File: src/rtl/tdc_stamp_unit.sv
// -----------------------------------------------------------------------------
// tdc_stamp_unit
//
// Back end for a tapped-delay-line time-to-digital converter. The raw
// carry-chain thermometer vector is sampled every clock, edges on tap 0 are
// detected as hits, and each hit is turned into a timestamp made of a
// free-running coarse count plus a fine position. The fine position is a full
// popcount of the taps that agree with tap 0, so isolated bubbles in the
// thermometer code do not corrupt it. Timestamps are queued in a
// first-word-fall-through FIFO with a valid/ready output handshake.
//
// Ports
//   CLK         sampling / system clock
//   RST_N       asynchronous active-low reset
//   EN          1 = coarse counter runs and hits are recorded
//   CLEAR       synchronous flush (FIFO, coarse counter, drop counter, encode)
//   TAP         raw carry-chain outputs, asynchronous to CLK
//   OUT_DATA    FIFO head {pol, sat, coarse, fine}, 0 when empty
//   OUT_VALID   FIFO head valid
//   OUT_READY   consumer accepts the head entry
//   FIFO_LEVEL  number of occupied FIFO entries
//   DROP_CNT    hits lost to a full FIFO, saturating at 255
// -----------------------------------------------------------------------------
module tdc_stamp_unit #(
  parameter int  NTAPS     = 128,
  parameter int  CW        = 16,
  parameter int  DEPTH     = 8,
  parameter int  EDGE_MODE = 0,
  localparam int FW        = $clog2(NTAPS + 1),
  localparam int AW        = $clog2(DEPTH),
  localparam int DW        = CW + FW + 2
) (
  input  logic             CLK,
  input  logic             RST_N,
  input  logic             EN,
  input  logic             CLEAR,
  input  logic [NTAPS-1:0] TAP,
  output logic [DW-1:0]    OUT_DATA,
  output logic             OUT_VALID,
  input  logic             OUT_READY,
  output logic [AW:0]      FIFO_LEVEL,
  output logic [7:0]       DROP_CNT
);

  localparam bit ACCEPT_RISE = (EDGE_MODE != 1);
  localparam bit ACCEPT_FALL = (EDGE_MODE != 0);

  // Sample pipeline. s1/s2 synchronise the asynchronous tap vector; only
  // tap 0 of the third stage is needed, since it exists purely for edge
  // detection against s2.
  logic [NTAPS-1:0] s1;
  logic [NTAPS-1:0] s2;
  logic             s3;

  // Coarse counter and the copies that travel alongside s1/s2, so a hit is
  // stamped with the count that was loaded on the edge capturing TAP.
  logic [CW-1:0] coarse;
  logic [CW-1:0] coarse_d;
  logic [CW-1:0] c1;
  logic [CW-1:0] c2;

  logic          rise;
  logic          fall;
  logic          hit;
  logic [FW-1:0] match_cnt;
  logic          sat;

  logic          enc_valid;
  logic [DW-1:0] enc_data;

  logic [DW-1:0] mem [DEPTH];
  logic [AW-1:0] wr_ptr;
  logic [AW-1:0] rd_ptr;
  logic [AW:0]   count;
  logic [7:0]    drop_cnt;
  logic          empty;
  logic          full;
  logic          pop;
  logic          wr_ok;
  logic          drop;

  // Next coarse value; the copy c1 takes this same value so the stamp matches
  // the counter as it stands right after the capture edge.
  always_comb begin
    coarse_d = coarse;
    if (CLEAR) begin
      coarse_d = '0;
    end else if (EN) begin
      coarse_d = coarse + 1'b1;
    end
  end

  // Coarse counter register.
  always_ff @(posedge CLK or negedge RST_N) begin
    if (!RST_N) begin
      coarse <= '0;
    end else begin
      coarse <= coarse_d;
    end
  end

  // Tap sampling and coarse copies run every cycle regardless of EN or CLEAR.
  always_ff @(posedge CLK or negedge RST_N) begin
    if (!RST_N) begin
      s1 <= '0;
      s2 <= '0;
      s3 <= 1'b0;
      c1 <= '0;
      c2 <= '0;
    end else begin
      s1 <= TAP;
      s2 <= s1;
      s3 <= s2[0];
      c1 <= coarse_d;
      c2 <= c1;
    end
  end

  assign rise = s2[0] & ~s3;
  assign fall = ~s2[0] & s3;
  assign hit  = EN & ((rise & ACCEPT_RISE) | (fall & ACCEPT_FALL));

  // Full popcount of taps agreeing with tap 0; counting every tap rather than
  // searching for the first transition is what makes bubbles harmless.
  always_comb begin
    match_cnt = '0;
    for (int i = 0; i < NTAPS; i++) begin
      match_cnt = match_cnt + FW'(s2[i] ~^ s2[0]);
    end
  end

  assign sat = (match_cnt == FW'(NTAPS));

  // Encode stage. A hit seen in the same cycle as CLEAR is thrown away.
  always_ff @(posedge CLK or negedge RST_N) begin
    if (!RST_N) begin
      enc_valid <= 1'b0;
      enc_data  <= '0;
    end else if (CLEAR) begin
      enc_valid <= 1'b0;
    end else begin
      enc_valid <= hit;
      if (hit) begin
        enc_data <= {s2[0], sat, c2, match_cnt};
      end
    end
  end

  assign empty = (count == '0);
  assign full  = (count == (AW+1)'(DEPTH));
  assign pop   = ~empty & OUT_READY;
  // A full FIFO still takes the write if the head leaves on the same edge.
  assign wr_ok = enc_valid & (~full | pop);
  assign drop  = enc_valid & full & ~pop;

  // Storage array; contents never need a reset because OUT_DATA is forced to
  // zero whenever the FIFO is empty.
  always_ff @(posedge CLK) begin
    if (wr_ok && !CLEAR) begin
      mem[wr_ptr] <= enc_data;
    end
  end

  // FIFO pointers, occupancy and the saturating drop counter.
  always_ff @(posedge CLK or negedge RST_N) begin
    if (!RST_N) begin
      wr_ptr   <= '0;
      rd_ptr   <= '0;
      count    <= '0;
      drop_cnt <= '0;
    end else if (CLEAR) begin
      wr_ptr   <= '0;
      rd_ptr   <= '0;
      count    <= '0;
      drop_cnt <= '0;
    end else begin
      if (wr_ok) begin
        wr_ptr <= wr_ptr + 1'b1;
      end
      if (pop) begin
        rd_ptr <= rd_ptr + 1'b1;
      end
      case ({wr_ok, pop})
        2'b10:   count <= count + 1'b1;
        2'b01:   count <= count - 1'b1;
        default: count <= count;
      endcase
      if (drop && drop_cnt != 8'hFF) begin
        drop_cnt <= drop_cnt + 8'd1;
      end
    end
  end

  assign OUT_VALID  = ~empty;
  assign OUT_DATA   = empty ? '0 : mem[rd_ptr];
  assign FIFO_LEVEL = count;
  assign DROP_CNT   = drop_cnt;

endmodule

File: config.mk
export PLATFORM = sky130hd
export DESIGN_NAME = tdc_stamp_unit
export DESIGN_NICKNAME = d
export VERILOG_FILES = /design/src/rtl/tdc_stamp_unit.sv
export SDC_FILE = /design/constraint.sdc
export NUM_CORES = 1
export LEC_CHECK = 0
export BUFFER_PORTS_ARGS = -buffer_cell sky130_fd_sc_hd__buf_2
export CORE_AREA = 8 8 358 221
export DETAILED_ROUTE_END_ITERATION = 10
export DIE_AREA = 0 0 366 229
export PLACE_DENSITY = 0.45
export SYNTH_ARGS = -nofsm -noshare
export SYNTH_HDL_FRONTEND = slang
export SYNTH_SLANG_ARGS = --single-unit
export TNS_END_PERCENT = 5
File: constraint.sdc
create_clock -name CLK -period 11.5 [get_ports CLK]
set_input_delay 1.15 -clock CLK [delete_from_list [all_inputs] [get_ports CLK]]
set_output_delay 1.15 -clock CLK [all_outputs]
set_load 0.01 [all_outputs]
# Word level (Yosys, flattened, before mapping)
# Memories as Yosys holds them, arrays and structs flattened.
# Cells that the tools add are included.
# totals
regBits,334
ram_bits,208
output_inout_bits,39
word_cells,314
memories,1
# memory_table
memory,depth,word_bits,rd,rd_ports_with_merged_regs,write_ports,line_no,text
mem,8,26,1,0,1,71,logic [DW-1:0] mem [DEPTH];
# op_classes
addsub,133
eq_ne,5
n_mux,14
n_bitwise,140
n_reduce_logical,10
# ops
cell,n
XNOR 1 x 1 -> 8 bit,128
adder 8 bit,127
2-to-1 mux 16 bit,2
2-to-1 mux 26 bit,1
adder 16 x 1 -> 16 bit (second input constant),1
2-to-1 mux 8 bit,2
2-to-1 mux 3 bit,4
adder 8 x 1 -> 8 bit (second input constant),1
== test 8 bit (second input constant),1
!= test 8 bit (second input constant),1
one-hot mux 4 bit (2 select lines),1
nonzero test 2 bit,4
adder 3 x 1 -> 3 bit (second input constant),2
AND 1 bit,6
inverter 1 bit,5
adder 4 x 1 -> 4 bit (second input constant),1
== test 4 bit (second input constant),1
logical NOT 4 bit,1
2-to-1 mux 4 bit,1
subtractor 4 x 1 -> 4 bit (second input constant),1
2-to-1 mux 1 bit,3
nonzero test 3 bit,1
== test 2 x 1 -> 1 bit (second input constant),1
== test 2 bit (second input constant),1
4 further kinds,5

# Longest topological paths before layout
# depth
depth_word,129
mapped_depth,27

# Least setup slack after synthesis
# Ideal clock, no wire load.
# synth_timing
path_type,flip-flop to flip-flop
from,register s2[0]
to,register enc_data[6]
setup_ps,125
t_arrival_ps,8476
t_required_ps,11375
slack_ps,2900
stages_incl_launch_ff,26
period_less_slack_ps,8600
path_cell_list,dfrtp_1 clkbuf_1 clkbuf_1 buf_1 xnor2_1 fa_1 inv_1 fa_1 inv_1 fa_1 fa_1 fa_1 fa_1 fa_1 fa_1 inv_1 fa_1 fa_1 inv_1 ha_1 fa_1 a211oi_1 o21bai_1 a21oi_1 xnor2_1 mux2_2
# synth_via
elab_chain_cells,128
elab_cells_between_ends,258
# synth_lines
item,line_no,text
from (decl),52,logic [NTAPS-1:0] s2;
from (signal assigned),106,s2 <= '0;
from (signal assigned),112,s2 <= s1;
XNOR 1 x 1 -> 8 bit,128,match_cnt = match_cnt + FW'(s2[i] ~^ s2[0]);
adder 8 bit (127 in series),128,
to (signal assigned),144,"enc_data <= {s2[0], sat, c2, match_cnt};"
to (decl),69,logic [DW-1:0] enc_data;
# Parallel ways exist; a longest one is shown, timed or not.
# A chain may end at the register's enable or synchronous reset.

# Worst setup path in the final report
# Ends and elaborated chain as after synthesis.

==> flow_summary.yaml <==
synth:
  synth_top_area_share_pct: 38.3
  synth_cells: 1316
  yosysSeqAreaShare_pct: 66.8
  ys_seq_elements: 542
  syn_area_sq_mm: 0.0218
  ys_warn_count: 0
  ys_top_cells_by_area: "dfrtp_1, edfxtp_1, fa_1, mux4_2, xnor2_1"
  synth_nets: 1596
  synth_top_area_cell: "dfrtp_1"
  yosysUniqueCellTypes: 42
  syn_area_per_cell_sq_um: 16.6
timing:
  skew_ns: 0.0183
  setup-tns-final_ns: 0
  period_share_pct: 76.1
  min_period_ns: 8.75
  relSlewSlack_pct: 30.4
  slew_violations: 0
  clock.fmax_mhz: 114
  finalHoldViolCount: 0
  worst_pin_slew_ns: 1.04
  holdWs_ns: 0.348
  rsz0062_at_grt: "false"
  setup_violations: 0
placed_design:
  place_congestion: 0.705
  placed_area_sq_mm: 0.0240
  post-dp-hpwl_mm: 30.4
  numPortBuffers: 171
cells_and_area:
  fin_area_sq_mm: 0.0259
  layout.nets: 1799
  final_common_cell: "dfrtp_1"
  n_antenna_cell: 0
  drive_gt1_share_pct: 22.2
  area_growth_pct: 18.5
  mostFrequentLayoutCells: "dfrtp_1, edfxtp_1, buf_2, inv_1, fa_1"
critical_path:
  cp.required_ns: 11.98
  ff2ff_path_depth: 24
  end_kind: "flip-flop"
  r2r_start: "s2[0]$_DFF_PN0_"
  r2r-end: "enc_data[6]$_DFFE_PN0P_"
  worstPathMaxFanout: 33
  ff2ff_setup_slack_ns: 2.75
  crit_type: "reg2reg"
  worst_ep_arrival_time_ns: 9.23
  start_kind: "flip-flop"
route:
  wl_mm: 47.2
  route.vias.total: 10500
  final_antenna_net_count: 0
  drc_errors: 0
  wl_per_cell_um: 18.4
  drtIter0Drc: 592
  drtPass1Iterations: 4
  viasPerCell: 4.11
die:
  die_w_um: 366
  fp-row-count: 78
  die_area_sq_mm: 0.0838
  pin_count: 172
  placeableCoreArea_sq_mm: 0.0742
  die_height_um: 229
  initial_core_util_pct: 29.5
global_route:
  grt_pass1_vias: 12100
  grt_max_degree: 158
  grt_usage_pct: 11.4
  grt_antenna_before_repair: 2
  grt_pass1_wl_mm: 74.3
  grt_overflow_total: 0
clock_network:
  root_buffer: "clkbuf_16"
  post_cts_buffers: 0
  htreeDepth: 2
  cts_sinks: 542
  cts_tree: "built"
  path_clk_slew_ns: 0.07
  ctsResizeCount: 0
  clk_latency_ns: 0.60
  cts.path.max_buffers: 3
  hold_buffers: 0
  cts_made_buffers: 54
status:
  outcome: "complete, no violations"
worst_hold_path:
  min_to: "s2[75]$_DFF_PN0_"
  min_from: "s1[75]$_DFF_PN0_"
  holdPathStages: 0
  hp-class: "reg2reg"
job:
  max-cap-violations: 0
## registers in the layout, indices dropped and copies added (netlist names)
register    count
s2            128
s1            128
FIFO_LEVEL      4
enc_valid       1
c2             16
s3              1
enc_data       26
DROP_CNT        8
c1             16
mem           208
rd_ptr          3
wr_ptr          3
## cells in the mapped netlist (all sizes together)
master,n
inv,122
o21ai,9
nand2,73
nor3,6
a211oi,3
a31o,1
nand2b,5
nand3,7
nor4,2
nand4b,1
a21oi,6
mux2,1
nand4,7
clkinv,1
nor2,78
nor3b,1
or3,3
o21bai,1
mux2i,30
a311oi,1
or4,1
xor2,70
o41ai,2
a21o,1
nand4bb,1
buf,17
o21ba,1
clkbuf,26
xnor2,91
dfrtp,334
mux4,52
fa,115
nor4b,1
ha,32
and3,2
o31ai,2
and4,2
edfxtp,208
## worst max-delay path: stages, from the launching register on
cell and delay, ns:
dfrtp_4 0.64, buf_4 0.51, xor2_1 0.18, fa_1 0.55
inv_1 0.05, fa_1 0.55, inv_1 0.06, fa_1 0.54
inv_1 0.09, fa_1 0.53, fa_1 0.47, fa_1 0.58
fa_1 0.53, fa_1 0.54, inv_1 0.05, fa_1 0.50
fa_1 0.56, inv_1 0.05, ha_1 0.22, fa_1 0.41
a211oi_1 0.34, o21bai_1 0.12, a21oi_1 0.18, xnor2_1 0.10
mux2_2 0.26
## worst max path at each step
stage	from	to	slack (ns)	depth (start not counted)
2_1_floorplan	s2[0]$_DFF_PN0_	enc_data[6]$_DFFE_PN0P_	2.90	25
3_3_place_gp	s2[0]$_DFF_PN0_	enc_data[6]$_DFFE_PN0P_	2.77	23
3_5_place_dp	s2[0]$_DFF_PN0_	enc_data[6]$_DFFE_PN0P_	2.74	24
4_1_cts	s2[0]$_DFF_PN0_	enc_data[6]$_DFFE_PN0P_	2.71	24
5_1_grt	s2[0]$_DFF_PN0_	enc_data[24]$_DFFE_PN0P_	2.30	26
6_report	s2[0]$_DFF_PN0_	enc_data[6]$_DFFE_PN0P_	2.75	24
## routing by layer
metal	wire length, um	share of wire, %	vias up	GRT usage [%]
met5	26	0.055	-	0
met2	20500	43	153	16.8
li1	-	-	4776	-
met4	930	2.0	4	3.06
met1	23500	50	5526	16.7
met3	2230	4.7	72	2.83
## kinds of logic after synthesis
group	Yosys count	share of synthesized area (%)
buf+inv	166	2.89
flops	542	66.8
xor+xnor	161	6.45
compound gates	27	0.819
simple gates	190	3.84
mux	83	6.79
fa+ha+maj	147	12.4
## through the flow
step / std cells / utilization [%] / setup slack [ns]
floorplan: 1316 / - / 2.90
global placement: 2463 / 32.4 / 2.77
detailed placement: 2463 / 32.4 / 2.74
CTS: 2564 / 34.9 / 2.71
global route: 2564 / 34.9 / 2.30
finish: 2564 / 34.9 / 2.75
## cell type report
cell class	instances	area, sq um
tap	1000	1250
inverter	123	462
fill	7138	48300
clock inverter	24	303
clock buffer	77	1560
sequential	542	14600
timing repair buffer	190	1030
multi-input combinational	608	6680
Power is not shown: default switching activity piles up to over one toggle a cycle in this logic, so the estimate is an artifact.
